===== src/rtl/uart_receiver_param.sv =====
// Parametrised UART receiver: synchronises rx, deserialises start/data/parity/stop,
// and hands each frame to the controller through a level interrupt with ack pulse.
module uart_receiver_param #(
  parameter int CLKS_PER_BIT = 434,
  parameter int DATA_BITS    = 8,
  parameter int PARITY_MODE  = 0,
  parameter int STOP_BITS    = 1,
  parameter int SYNC_STAGES  = 2
) (
  input  logic                 clk,
  input  logic                 rst,
  input  logic                 rx,
  input  logic                 disable_data_interrupt,
  output logic                 enable_data_interrupt,
  output logic [DATA_BITS-1:0] data,
  output logic                 parity_error,
  output logic                 framing_error,
  output logic                 overrun_error,
  output logic                 busy
);

  localparam logic [15:0] BIT_END       = 16'(CLKS_PER_BIT - 1);
  localparam logic [15:0] HALF_END      = 16'(CLKS_PER_BIT / 2 - 1);
  localparam logic [3:0]  LAST_DATA     = 4'(DATA_BITS - 1);
  localparam logic [3:0]  LAST_STOP     = 4'(STOP_BITS - 1);
  localparam logic        PARITY_EXPECT = (PARITY_MODE == 1);

  typedef enum logic [2:0] {
    IDLE   = 3'd0,
    START  = 3'd1,
    DATA   = 3'd2,
    PARITY = 3'd3,
    STOP   = 3'd4,
    BREAK  = 3'd5
  } state_t;

  function automatic logic parity_bad(input logic [DATA_BITS-1:0] bits, input logic sample);
    return (((^bits) ^ sample) != PARITY_EXPECT);
  endfunction

  logic [SYNC_STAGES-1:0] sync_q;
  logic                   rx_s;
  logic                   rx_prev;
  state_t                 state, state_next;
  logic [15:0]            baud_cnt, baud_next;
  logic [3:0]             bit_idx, idx_next;
  logic [DATA_BITS-1:0]   shift_q, shift_next;
  logic                   par_q, par_next;
  logic                   frm_q, frm_next;
  logic                   done;
  logic                   done_frm;

  assign rx_s = sync_q[SYNC_STAGES-1];

  // rx synchroniser plus one history flop for falling-edge detection
  always_ff @(posedge clk) begin
    if (rst) begin
      sync_q  <= {SYNC_STAGES{1'b1}};
      rx_prev <= 1'b1;
    end else begin
      sync_q  <= {sync_q[SYNC_STAGES-2:0], rx};
      rx_prev <= rx_s;
    end
  end

  // FSM and frame-assembly registers
  always_ff @(posedge clk) begin
    if (rst) begin
      state    <= IDLE;
      baud_cnt <= 16'd0;
      bit_idx  <= 4'd0;
      shift_q  <= {DATA_BITS{1'b0}};
      par_q    <= 1'b0;
      frm_q    <= 1'b0;
      busy     <= 1'b0;
    end else begin
      state    <= state_next;
      baud_cnt <= baud_next;
      bit_idx  <= idx_next;
      shift_q  <= shift_next;
      par_q    <= par_next;
      frm_q    <= frm_next;
      busy     <= (state_next != IDLE);
    end
  end

  // Next-state logic; all sampling happens when the baud counter hits its target
  always_comb begin
    state_next = state;
    baud_next  = baud_cnt + 16'd1;
    idx_next   = bit_idx;
    shift_next = shift_q;
    par_next   = par_q;
    frm_next   = frm_q;
    done       = 1'b0;
    done_frm   = frm_q;
    case (state)
      IDLE: begin
        baud_next = 16'd0;
        if (rx_prev && !rx_s) begin
          state_next = START;
        end else begin
          state_next = IDLE;
        end
      end
      START: begin
        if (baud_cnt == HALF_END) begin
          baud_next = 16'd0;
          idx_next  = 4'd0;
          par_next  = 1'b0;
          frm_next  = 1'b0;
          state_next = rx_s ? IDLE : DATA;
        end else begin
          state_next = START;
        end
      end
      DATA: begin
        if (baud_cnt == BIT_END) begin
          baud_next  = 16'd0;
          shift_next = {rx_s, shift_q[DATA_BITS-1:1]};
          if (bit_idx == LAST_DATA) begin
            idx_next   = 4'd0;
            state_next = (PARITY_MODE == 0) ? STOP : PARITY;
          end else begin
            idx_next = bit_idx + 4'd1;
          end
        end else begin
          state_next = DATA;
        end
      end
      PARITY: begin
        if (baud_cnt == BIT_END) begin
          baud_next  = 16'd0;
          par_next   = parity_bad(shift_q, rx_s);
          state_next = STOP;
        end else begin
          state_next = PARITY;
        end
      end
      STOP: begin
        if (baud_cnt == BIT_END) begin
          baud_next = 16'd0;
          done_frm  = frm_q | ~rx_s;
          frm_next  = done_frm;
          if (bit_idx == LAST_STOP) begin
            done       = 1'b1;
            idx_next   = 4'd0;
            // a low stop bit may be a break; wait for the line to recover
            state_next = done_frm ? BREAK : IDLE;
          end else begin
            idx_next = bit_idx + 4'd1;
          end
        end else begin
          state_next = STOP;
        end
      end
      BREAK: begin
        baud_next = 16'd0;
        if (rx_s) begin
          state_next = IDLE;
        end else begin
          state_next = BREAK;
        end
      end
      default: begin
        state_next = IDLE;
        baud_next  = 16'd0;
      end
    endcase
  end

  // Delivery registers and controller handshake
  always_ff @(posedge clk) begin
    if (rst) begin
      enable_data_interrupt <= 1'b0;
      data                  <= {DATA_BITS{1'b0}};
      parity_error          <= 1'b0;
      framing_error         <= 1'b0;
      overrun_error         <= 1'b0;
    end else if (done && (!enable_data_interrupt || disable_data_interrupt)) begin
      enable_data_interrupt <= 1'b1;
      data                  <= shift_q;
      parity_error          <= par_q;
      framing_error         <= done_frm;
      overrun_error         <= 1'b0;
    end else if (done) begin
      overrun_error <= 1'b1;
    end else if (enable_data_interrupt && disable_data_interrupt) begin
      enable_data_interrupt <= 1'b0;
      parity_error          <= 1'b0;
      framing_error         <= 1'b0;
      overrun_error         <= 1'b0;
    end else begin
      enable_data_interrupt <= enable_data_interrupt;
    end
  end

endmodule


===== config.mk =====
export PLATFORM = sky130hd
export DESIGN_NAME = uart_receiver_param
export DESIGN_NICKNAME = d
export VERILOG_FILES = /design/src/rtl/uart_receiver_param.sv
export SDC_FILE = /design/constraint.sdc
export NUM_CORES = 1
export LEC_CHECK = 0
export BUFFER_PORTS_ARGS = -buffer_cell sky130_fd_sc_hd__buf_2
export CELL_PAD_IN_SITES_DETAIL_PLACEMENT = 1
export CELL_PAD_IN_SITES_GLOBAL_PLACEMENT = 2
export CORE_ASPECT_RATIO = 1.4
export CORE_MARGIN = 2
export CORE_UTILIZATION = 37
export CTS_CLUSTER_DIAMETER = 30
export CTS_CLUSTER_SIZE = 12
export DETAILED_ROUTE_END_ITERATION = 10
export PLACE_DENSITY_LB_ADDON = 0.1
export SYNTH_ARGS = -nofsm -noshare
export SYNTH_HDL_FRONTEND = slang
export SYNTH_SLANG_ARGS = --single-unit

===== constraint.sdc =====
create_clock -name clk -period 2.5 [get_ports clk]
set_input_delay 0.375 -clock clk [delete_from_list [all_inputs] [get_ports clk]]
set_output_delay 0.375 -clock clk [all_outputs]
set_load 0.02 [all_outputs]

==> results by group, run 1 <==
Outcome
  • Outcome: completed

Critical path
  • Worst path bufs/invs: 0
  • Critical path's slowest cell: or4_1
  • WP data required: 2.73 ns
  • Cells along the critical path: ha_1 -> and4b_1 -> nand4_2 -> o22a_1 -> or4_1 -> a21oi_1
  • Reg2Reg Depth: 6
  • Worst path arrival time: 2.43 ns
  • Worst Path Max Fanout: 14
  • Worst r2r dst: bit_idx[3]$_SDFFE_PP0P_
  • CP Class: reg2reg
  • Critical path's top delay family: simple AND/OR/NAND/NOR gates
  • R2R Setup Slk: 0.30 ns
  • Max incr delay on CP: 0.51 ns
  • Worst setup SP type: flip-flop
  • RR Startpoint: baud_cnt[0]$_SDFF_PP0_
  • Crit end category: flip-flop

Pwr
  • Lkg Pwr: 0.9781 nW
  • Net switching power: 349.5 uW
  • Power after layout: 1.371 mW
  • Comb pwr share: 7.1%
  • Cell internal pwr: 1.021 mW
  • Clk pwr share: 34.2%
  • Flop pwr share: 58.7%
  • Sw Ratio: 25.50%
  • Peak VDD IR: 0.2114 mV
  • PwrDens: 531.8 mW/mm^2

Synthesis
  • Flops & latches, synth: 49
  • Synthesized instance count: 251
  • Synth Warn #: 0
  • Syn Area/Cell: 9.337 sq um
  • Netlist cell types: 50
  • Seq/Total Area, Yosys: 41.86%
  • Number of synthesized flops with an enable pin: 0
  • Async S/R FF share, synth: 0%
  • Net Count, Synth: 260
  • Prevailing post-synth register cell: dfxtp_1
  • Cell Area, Synth: 0.002343 sq mm

CTS
  • Cts hold-fix bufs: 0
  • Clk_lat worst skew: 0.30 ns
  • Post-CTS setup buffers: 0
  • Sink Count: 49
  • CTS tree: built
  • H-tree Lvls: 2
  • CTS Buffer Depth: 2
  • Clock root buffer: clkbuf_8
  • CTS clk-pin slew, worst paths: 0.10 ns
  • Post-CTS sizing: 0
  • TritonCTS buffer count: 5

Finish
  • Nets: 276
  • Fillers: 726
  • Layout cells sized above 1: 16.04%
  • Storage element area: 980.9 sq um
  • Util after Layout: 41.79%
  • Design Area, Final: 0.002577 sq mm
  • Most frequent cells in the layout: dfxtp_1 (49), nor2_1 (39), mux2i_1 (18)
  • ANT cells: 0
  • Non-Filler Instances: 340
  • Area Growth Syn to Fin: 9.984%
  • Multi-input logic area: 0.001276 sq mm
  • Commonest non-fill, non-tap cell in the layout: dfxtp_1

Drt
  • Total Wirelength: 4985 microns
  • Drt drc: 0
  • Vias/cell: 5.203
  • DRC marker count from the first detailed-route iteration: 45
  • Final ANT Viol Nets: 0
  • First-pass DRT Iterations: 4
  • Wire length per cell: 14.66 microns
  • Via count: 1769

STA
  • Fin crit share: 88.15%
  • Final hold viol count: 0
  • Final hold slack: 0.2473 ns
  • Post-route clock skew: 0.009097 ns
  • Worst slew pin tran: 0.6335 ns
  • PnR worst setup slack: 0.2963 ns
  • Worst slew margin: 57.77%
  • RSZ-0062 raised after global routing: no
  • Fmax: 0.4538 GHz
  • TNS Setup: 0 ns
  • Max-slew violation count: 0
  • Final min period: 2.204 ns
  • Setup violators final: 0

Floorplanning
  • Area of the die: 0.006995 sq mm
  • Rows: 34
  • Core Area: 0.006168 sq mm
  • Die Span X: 71.26 microns
  • Boundary pin count: 17
  • Die Y: 98.17 microns
  • Initial Util: 37.99%

Min path
  • HP Start: rx
  • HP Class: in2reg
  • Hold Path Depth: 2
  • Worst Hold Path EP: sync_q[0]$_SDFF_PP1_

Flow run
  • Max_cap viols: 0

Global routing
  • Initial antenna violation count: 0
  • Pin count of the biggest net entering global routing: 36
  • First-pass GRT wire length: 8859 microns
  • Overall routing resource usage: 15.78%
  • Grt total ovfl: 0
  • Vias in the first global route: 1846

Placement
  • Placement Setup Slack: 0.3067 ns
  • HPWL Detailed: 3619 microns
  • Routability congestion estimate: 0.7113
  • Post-placement cell count: 332
  • Placed Area: 0.002491 sq mm
  • Port Buffers: 16
[kinds of logic (layout without fill, tap and decap cells)]
family,count (synthesis),count (layout),synth area share (%)
simple gates,114,114,28.62
flops,49,49,41.86
compound gates,23,23,6.834
xor+xnor,21,21,8.436
buf+inv,21,38,3.898
mux,18,18,7.688
fa+ha+maj,5,5,2.670
[Yosys cell counts, types with 2 or more instances]
master,count,area (sq um)
dfxtp_1,49,980.9
nor2_1,39,146.4
mux2i_1,18,180.2
xnor2_1,14,122.6
nand3_1,13,65.06
nand2_1,11,41.29
inv_1,10,37.54
a21oi_1,9,45.04
clkbuf_1,7,26.28
xor2_1,6,52.55
ha_1,5,62.56
nand3b_1,5,37.54
nor2b_1,4,25.02
nor3_1,4,20.02
or2_2,4,25.02
a21o_1,3,22.52
and3_1,3,18.77
nand2b_1,3,18.77
nor3b_1,3,22.52
or2b_1,3,22.52
or4_1,3,22.52
nand4_2,2,25.02
nor4_4,2,42.54
o21ai_0,2,10.01
o22ai_1,2,12.51
or3_1,2,12.51
or3b_1,2,17.52
[how the worst max path moves through the flow]
stage / endpoint / cells past startpoint / startpoint
2_1_floorplan: data[7]$_SDFFE_PP0P_ / 8 / bit_idx[0]$_SDFFE_PP0P_
3_3_place_gp: bit_idx[3]$_SDFFE_PP0P_ / 6 / baud_cnt[0]$_SDFF_PP0_
3_5_place_dp: bit_idx[3]$_SDFFE_PP0P_ / 6 / baud_cnt[0]$_SDFF_PP0_
4_1_cts: bit_idx[3]$_SDFFE_PP0P_ / 6 / baud_cnt[0]$_SDFF_PP0_
5_1_grt: bit_idx[3]$_SDFFE_PP0P_ / 6 / baud_cnt[0]$_SDFF_PP0_
6_report: bit_idx[3]$_SDFFE_PP0P_ / 6 / baud_cnt[0]$_SDFF_PP0_
[power groups by stage]
stage               sequential [mW]  clock [mW]  combinational, mW
floorplan                     0.824           0             0.0701
global placement              0.823           0              0.101
detailed placement            0.823           0              0.100
CTS                           0.805       0.497              0.100
global route                  0.807       0.525              0.111
finish                        0.805       0.468             0.0976
[metal layers]
layer	track usage (%)	part of all wire (%)
met4	6.241	1.8
met3	2.580	2.3
met2	26.57	51
met1	19.83	45
met5	0	0
[flip-flops by register name, indices dropped and copies added, names as in the netlist]
signal,flops
par_q,1
overrun_error,1
sync_q,2
state,3
shift_q,8
baud_cnt,16
rx_prev,1
busy,1
enable_data_interrupt,1
parity_error,1
bit_idx,4
framing_error,1
data,8
frm_q,1
[cell type report]
cell class | instances | area share, %
clock buffer | 5 | 2.670
clock inverter | 3 | 0.6796
inverter | 11 | 1.602
multi-input combinational | 181 | 49.51
sequential | 49 | 38.06
tap | 72 | 3.495
timing repair buffer | 19 | 3.981
Power figures use the tool's default switching activity.
==> run 2, diff against run 1 <==
--- a/config.mk
+++ b/config.mk
@@ -10,7 +10,7 @@
 export CELL_PAD_IN_SITES_GLOBAL_PLACEMENT = 2
 export CORE_ASPECT_RATIO = 1.4
 export CORE_MARGIN = 2
-export CORE_UTILIZATION = 37
+export CORE_UTILIZATION = 35
 export CTS_CLUSTER_DIAMETER = 30
 export CTS_CLUSTER_SIZE = 12
 export DETAILED_ROUTE_END_ITERATION = 10
==> results by group, run 2 (synthesis gave the netlist of run 1 again) <==
STA
  • Setup violators final: 0 (unchanged)
  • Post-route clock skew: 0.004508 ns (-0.004589 ns)
  • Max-slew violation count: 0 (unchanged)
  • Final hold slack: 0.2473 ns (-0.00003700 ns)
  • TNS Setup: 0 ns (unchanged)
  • Worst slew margin: 74.34% (+17 points)
  • RSZ-0062 raised after global routing: no
  • Worst slew pin tran: 0.3850 ns (-0.2486 ns)
  • Final min period: 2.074 ns (-0.1292 ns)
  • Fmax: 0.4821 GHz (+6.2%)
  • Final hold viol count: 0 (unchanged)
  • Fin crit share: 82.98% (-5.2 points)

Finish
  • Util after Layout: 40.29% (-1.5 points)
  • Max reg flops: 16 (unchanged)
  • Commonest non-fill, non-tap cell in the layout: dfxtp_1
  • Design Area, Final: 0.002629 sq mm (+2.0%)
  • Largest registers: baud_cnt: 16 flops, data: 8 flops, shift_q: 8 flops
  • ANT cells: 0 (unchanged)
  • Most frequent cells in the layout: dfxtp_1 (49), nor2_1 (39), mux2i_1 (18)
  • Layout cells sized above 1: 16.67% (+0.62 points)
  • Nets: 278 (+0.72%)
  • Top reg by flops: baud_cnt
  • Area Growth Syn to Fin: 12.17%

CTS
  • Sink Count: 49 (unchanged)
  • Post-CTS setup buffers: 0 (unchanged)
  • CTS clk-pin slew, worst paths: 0.09 ns (about the same)
  • CTS tree: built
  • Post-CTS sizing: 0 (unchanged)
  • Cts hold-fix bufs: 0 (unchanged)
  • CTS Buffer Depth: 2 (unchanged)
  • Clock root buffer: clkbuf_8
  • H-tree Lvls: 2 (unchanged)
  • Clk_lat worst skew: 0.30 ns (about the same)
  • TritonCTS buffer count: 5 (unchanged)

Drt
  • Vias/cell: 5.087 (-2.2%)
  • First-pass DRT Iterations: 4 (unchanged)
  • Total Wirelength: 4817 microns (-3.4%)
  • Via count: 1750 (-1.1%)
  • Wire length per cell: 14.00 microns (-4.5%)
  • Final ANT Viol Nets: 0 (unchanged)
  • DRC marker count from the first detailed-route iteration: 45 (unchanged)
  • Drt drc: 0 (unchanged)

Placement
  • Port Buffers: 16 (unchanged)
  • HPWL Detailed: 3493 microns (-3.5%)
  • Placed Area: 0.002509 sq mm (+0.70%)
  • Routability congestion estimate: 0.7462 (+4.9%)

Min path
  • HP Start: rx
  • HP Class: in2reg

Pwr
  • Lkg Pwr: 1.001 nW (+2.3%)
  • Peak VDD IR: 0.2078 mV (-1.7%)
  • PwrDens: 570.7 mW/mm^2 (+7.3%)

Critical path
  • Worst Path Max Fanout: 5 (-9)
  • Critical Path Source: bit_idx[0]$_SDFFE_PP0P_
  • Worst setup SP type: flip-flop
  • WP data required: 2.75 ns (+0.02 ns)
  • Crit end category: flip-flop
  • CP Class: reg2reg
  • RR Startpoint: bit_idx[0]$_SDFFE_PP0P_
  • Worst path arrival time: 2.32 ns (-0.11 ns)

Flow run
  • Max_cap viols: 0 (unchanged)

Global routing
  • Overall routing resource usage: 14.47% (-1.3 points)
  • Pin count of the biggest net entering global routing: 22 (-39%)
  • Initial antenna violation count: 0 (unchanged)
  • Grt total ovfl: 0 (unchanged)
  • Vias in the first global route: 1780 (-3.6%)
  • First-pass GRT wire length: 8473 microns (-4.4%)

Outcome
  • Outcome: completed

Floorplanning
  • Initial Util: 35.92% (-2.1 points)
  • Core Area: 0.006525 sq mm (+5.8%)
  • Boundary pin count: 17 (unchanged)
  • Die Y: 100.8 microns (+2.7%)
  • Area of the die: 0.007375 sq mm (+5.4%)
  • Die Span X: 73.16 microns (+2.7%)
  • Rows: 35 (+2.9%)
## run 2: changes by cell type in the layout (fill, tap and decap cells not counted), sizes merged
cell and change:
buf +2, clkbuf +1, clkinv -2, bufinv +1
## run 2: worst max-delay path, stage by stage (launching register included)
cell	delay [ns]
dfxtp_1	0.35
inv_1	0.06
ha_1	0.13
or3b_1	0.39
or3_4	0.36
or3b_1	0.39
a41oi_2	0.20
nand4bb_1	0.14
## run 2: through the flow
stage / power (mW) / setup WS, ns / instances
floorplan: 0.8939 / 0.5543 / 251
global placement: 0.9236 / 0.4525 / 336
detailed placement: 0.9240 / 0.4178 / 336
CTS: 1.533 / 0.3969 / 344
global route: 1.569 / 0.3106 / 344
finish: 1.500 / 0.4256 / 344
## run 2: power by group
group	switching (mW)	internal (mW)	total (mW)
clock network	0.273	0.325	0.598
logic	0.0608	0.0363	0.0970
registers	0.0128	0.792	0.805
## run 2: final cells by class
type                       count  area [sq um]
clock buffer                   6         82.58
clock inverter                 2         37.54
fill                         749          3896
inverter                      11         41.29
multi-input combinational    181          1276
sequential                    49         980.9
tap                           74         92.59
timing repair buffer          21         117.6
## run 2: layer usage
| metal | global-route usage [%] | vias to the layer above | share of wire (%) |
|---|---|---|---|
| li1 | - | 893 | - |
| met1 | 18.05 | 837 | 45 |
| met2 | 24.46 | 14 | 51 |
| met3 | 2.500 | 6 | 1.9 |
| met4 | 5.556 | 0 | 1.7 |
| met5 | 0 | - | 0 |
## run 2: path summary, 6_finish.rpt
| kind | endpoint | slack, ns | cells past startpoint |
|---|---|---|---|
| min reg2reg | sync_q[1]$_SDFF_PP1_ | 0.42 | 1 |
| min | sync_q[0]$_SDFF_PP1_ | 0.25 | 2 |
| max | busy$_SDFF_PP0_ | 0.43 | 7 |
| max reg2reg | busy$_SDFF_PP0_ | 0.43 | 7 |
==> run 3, diff against run 2 <==
--- a/config.mk
+++ b/config.mk
@@ -5,12 +5,13 @@
 export SDC_FILE = /design/constraint.sdc
 export NUM_CORES = 1
 export LEC_CHECK = 0
+export ABC_AREA = 1
 export BUFFER_PORTS_ARGS = -buffer_cell sky130_fd_sc_hd__buf_2
 export CELL_PAD_IN_SITES_DETAIL_PLACEMENT = 1
 export CELL_PAD_IN_SITES_GLOBAL_PLACEMENT = 2
 export CORE_ASPECT_RATIO = 1.4
 export CORE_MARGIN = 2
-export CORE_UTILIZATION = 35
+export CORE_UTILIZATION = 31
 export CTS_CLUSTER_DIAMETER = 30
 export CTS_CLUSTER_SIZE = 12
 export DETAILED_ROUTE_END_ITERATION = 10
==> constraint.sdc (replaced) <==
create_clock -name clk -period 1.7 [get_ports clk]
set_input_delay 0.255 -clock clk [delete_from_list [all_inputs] [get_ports clk]]
set_output_delay 0.255 -clock clk [all_outputs]
set_load 0.02 [all_outputs]
==> results by group, run 3 <==
Pwr
  • Lkg Pwr: 1.327 nW (+33%)
  • PwrDens: 713.4 mW/mm^2 (+25%)
  • Peak VDD IR: 0.4378 mV (+110%)

CTS
  • CTS tree: built
  • Sink Count: 49 (unchanged)
  • CTS Buffer Depth: 2 (unchanged)
  • TritonCTS buffer count: 5 (unchanged)
  • Clock root buffer: clkbuf_16
  • H-tree Lvls: 2 (unchanged)
  • CTS clk-pin slew, worst paths: 0.07 ns (-0.02 ns)
  • Clk_lat worst skew: 0.30 ns (about the same)

Finish
  • ANT cells: 0 (unchanged)
  • Nets: 409 (+47%)
  • Area Growth Syn to Fin: 19.51%
  • Layout cells sized above 1: 28.43% (+12 points)
  • Most frequent cells in the layout: nand2_1 (59), dfxtp_1 (47), nor2_1 (40)
  • Max reg flops: 16 (unchanged)
  • Non-Filler Instances: 503 (+46%)
  • Design Area, Final: 0.003173 sq mm (+21%)
  • Commonest non-fill, non-tap cell in the layout: nand2_1
  • Top reg by flops: baud_cnt
  • Util after Layout: 38.48% (-1.8 points)
  • Fillers: 1025 (+37%)
  • Largest registers: baud_cnt: 16 flops, data: 8 flops, shift_q: 8 flops

Drt
  • Vias/cell: 4.698 (-7.7%)
  • Via count: 2363 (+35%)
  • Wire length per cell: 13.77 microns (-1.7%)
  • First-pass DRT Iterations: 4 (unchanged)
  • Total Wirelength: 6925 microns (+44%)
  • Final ANT Viol Nets: 0 (unchanged)
  • DRC marker count from the first detailed-route iteration: 51 (+13%)
  • Drt drc: 0 (unchanged)

Placement
  • Port Buffers: 16 (unchanged)
  • HPWL Detailed: 5164 microns (+48%)
  • Routability congestion estimate: 0.7488 (+0.35%)
  • Placement Setup Slack: 0.02578 ns (-0.3921 ns)
  • Placed Area: 0.002910 sq mm (+16%)
  • Post-placement cell count: 487 (+45%)

Synthesis
  • Flops & latches, synth: 49 (unchanged)
  • Top area cells in the synthesized netlist: dfxtp_1 (37%), nand2_1 (8.5%), nor2_1 (6.1%)
  • Prevailing post-synth register cell: dfxtp_1
  • Netlist cell types: 37 (-26%)
  • Post-synth top cells: nand2_1 (60), dfxtp_1 (49), nor2_1 (43)
  • Top cell type's share of synthesized area: 36.95% (-4.9 points)
  • Synthesized instance count: 362 (+44%)
  • Seq/Total Area, Yosys: 36.95% (-4.9 points)
  • Async S/R FF share, synth: 0% (unchanged)
  • Synth Warn #: 0 (unchanged)
  • Leading area contributor after synthesis: dfxtp_1
  • Net Count, Synth: 371 (+43%)
  • Most common cell in the synthesized netlist: nand2_1
  • Cell Area, Synth: 0.002655 sq mm (+13%)
  • Number of synthesized flops with an enable pin: 0 (unchanged)
  • Syn Area/Cell: 7.334 sq um (-21%)

Critical path
  • Worst Path Max Fanout: 6 (+1)
  • Max incr delay on CP: 0.33 ns (-0.06 ns)
  • Crit end category: flip-flop
  • Critical path's top delay family: simple AND/OR/NAND/NOR gates
  • Worst setup SP type: flip-flop
  • Critical path's slowest cell: dfxtp_1
  • WP data required: 1.89 ns (-0.86 ns)
  • CP Class: reg2reg
  • Worst path bufs/invs: 2 (+1)
  • Cells along the critical path: inv_1 -> ha_2 -> nand3_1 -> nor2_2 -> nand2_2 -> nand2_1 -> nand3_4 -> nand3_4 -> buf_12 -> nor2_2
  • Worst path arrival time: 1.81 ns (-0.51 ns)

Min path
  • HP Class: in2reg

Floorplanning
  • Die Span X: 82.22 microns (+12%)
  • Core Area: 0.008247 sq mm (+26%)
  • Area of the die: 0.009331 sq mm (+27%)
  • Die Y: 113.5 microns (+13%)
  • Boundary pin count: 17 (unchanged)
  • Rows: 39 (+11%)
  • Initial Util: 32.20% (-3.7 points)

STA
  • Post-route clock skew: 0.003590 ns (-0.0009177 ns)
  • Worst slew pin tran: 0.3467 ns (-0.03826 ns)
  • PnR worst setup slack: 0.08858 ns (-0.3370 ns)
  • Max-slew violation count: 0 (unchanged)
  • Final hold viol count: 0 (unchanged)
  • Worst slew margin: 76.71% (+2.4 points)
  • Setup violators final: 0 (unchanged)
  • RSZ-0062 raised after global routing: yes
  • Final min period: 1.611 ns (-0.4630 ns)
  • TNS Setup: 0 ns (unchanged)
  • Fin crit share: 94.79% (+12 points)
  • Fmax: 0.6206 GHz (+29%)

Outcome
  • Outcome: completed

Flow run
  • Max_cap viols: 0 (unchanged)

Global routing
  • First-pass GRT wire length: 11400 microns (+35%)
  • Pin count of the biggest net entering global routing: 20 (-9.1%)
  • Vias in the first global route: 2414 (+36%)
  • Initial antenna violation count: 0 (unchanged)
  • Overall routing resource usage: 16.06% (+1.6 points)
  • Grt total ovfl: 0 (unchanged)
-- run 3: layout make-up --
| cell class | count | area [sq um] | area share, % |
|---|---|---|---|
| clock buffer | 5 | 125.1 | 3.943 |
| clock inverter | 3 | 21.27 | 0.6703 |
| inverter | 49 | 183.9 | 5.797 |
| multi-input combinational | 260 | 1496 | 47.16 |
| sequential | 49 | 983.4 | 30.99 |
| tap | 102 | 127.6 | 4.022 |
| timing repair buffer | 35 | 235.2 | 7.413 |
-- run 3: report_power, final --
group	internal [mW]	switching (mW)	total (mW)	leakage (nW)
sequential	1.15	0.00338	1.16	0.396
clock	0.549	0.478	1.03	0.0702
combinational	0.0278	0.0527	0.0805	0.860
total	1.73	0.534	2.26	1.33
-- run 3: per-layer routing --
layer	vias up	GRT usage, %	part of all wire (%)	wire length (microns)
met3	6	3.165	2.1	142
met2	18	27.37	50	3474
met5	-	0	0	0
li1	1239	-	-	-
met1	1100	19.67	46	3189
met4	0	5.667	1.7	119
-- run 3: worst paths after layout --
kind                               start                      end  slack [ns]  depth (start not counted)
setup / recovery  baud_cnt[1]$_SDFF_PP0_  baud_cnt[15]$_SDFF_PP0_        0.09                         10
hold / removal                        rx     sync_q[0]$_SDFF_PP1_        0.13                          2
setup reg to reg  baud_cnt[1]$_SDFF_PP0_  baud_cnt[15]$_SDFF_PP0_        0.09                         10
hold reg to reg     sync_q[0]$_SDFF_PP1_     sync_q[1]$_SDFF_PP1_        0.41                          1
-- run 3: metrics by stage --
step,total power [mW],hold WS (ns)
5_1_grt,2.367,0.1364
3_3_place_gp,1.255,0.3986
3_5_place_dp,1.255,0.3969
6_report,2.264,0.1345
2_1_floorplan,1.229,0.3588
4_1_cts,2.305,0.1258
-- run 3: logic make-up after synthesis --
family / Yosys count / share of synthesized area [%]
flops: 49 / 36.95
fa+ha+maj: 5 / 2.356
xor+xnor: 9 / 2.969
simple gates: 198 / 39.35
compound gates: 47 / 9.850
buf+inv: 54 / 8.529
-- run 3: timing repair --
item                       4_1_cts  5_1_grt
buffers inserted                 0        7
gates resized for setup          0       23
hold buffers                     0        0
setup endpoints to repair        0       40
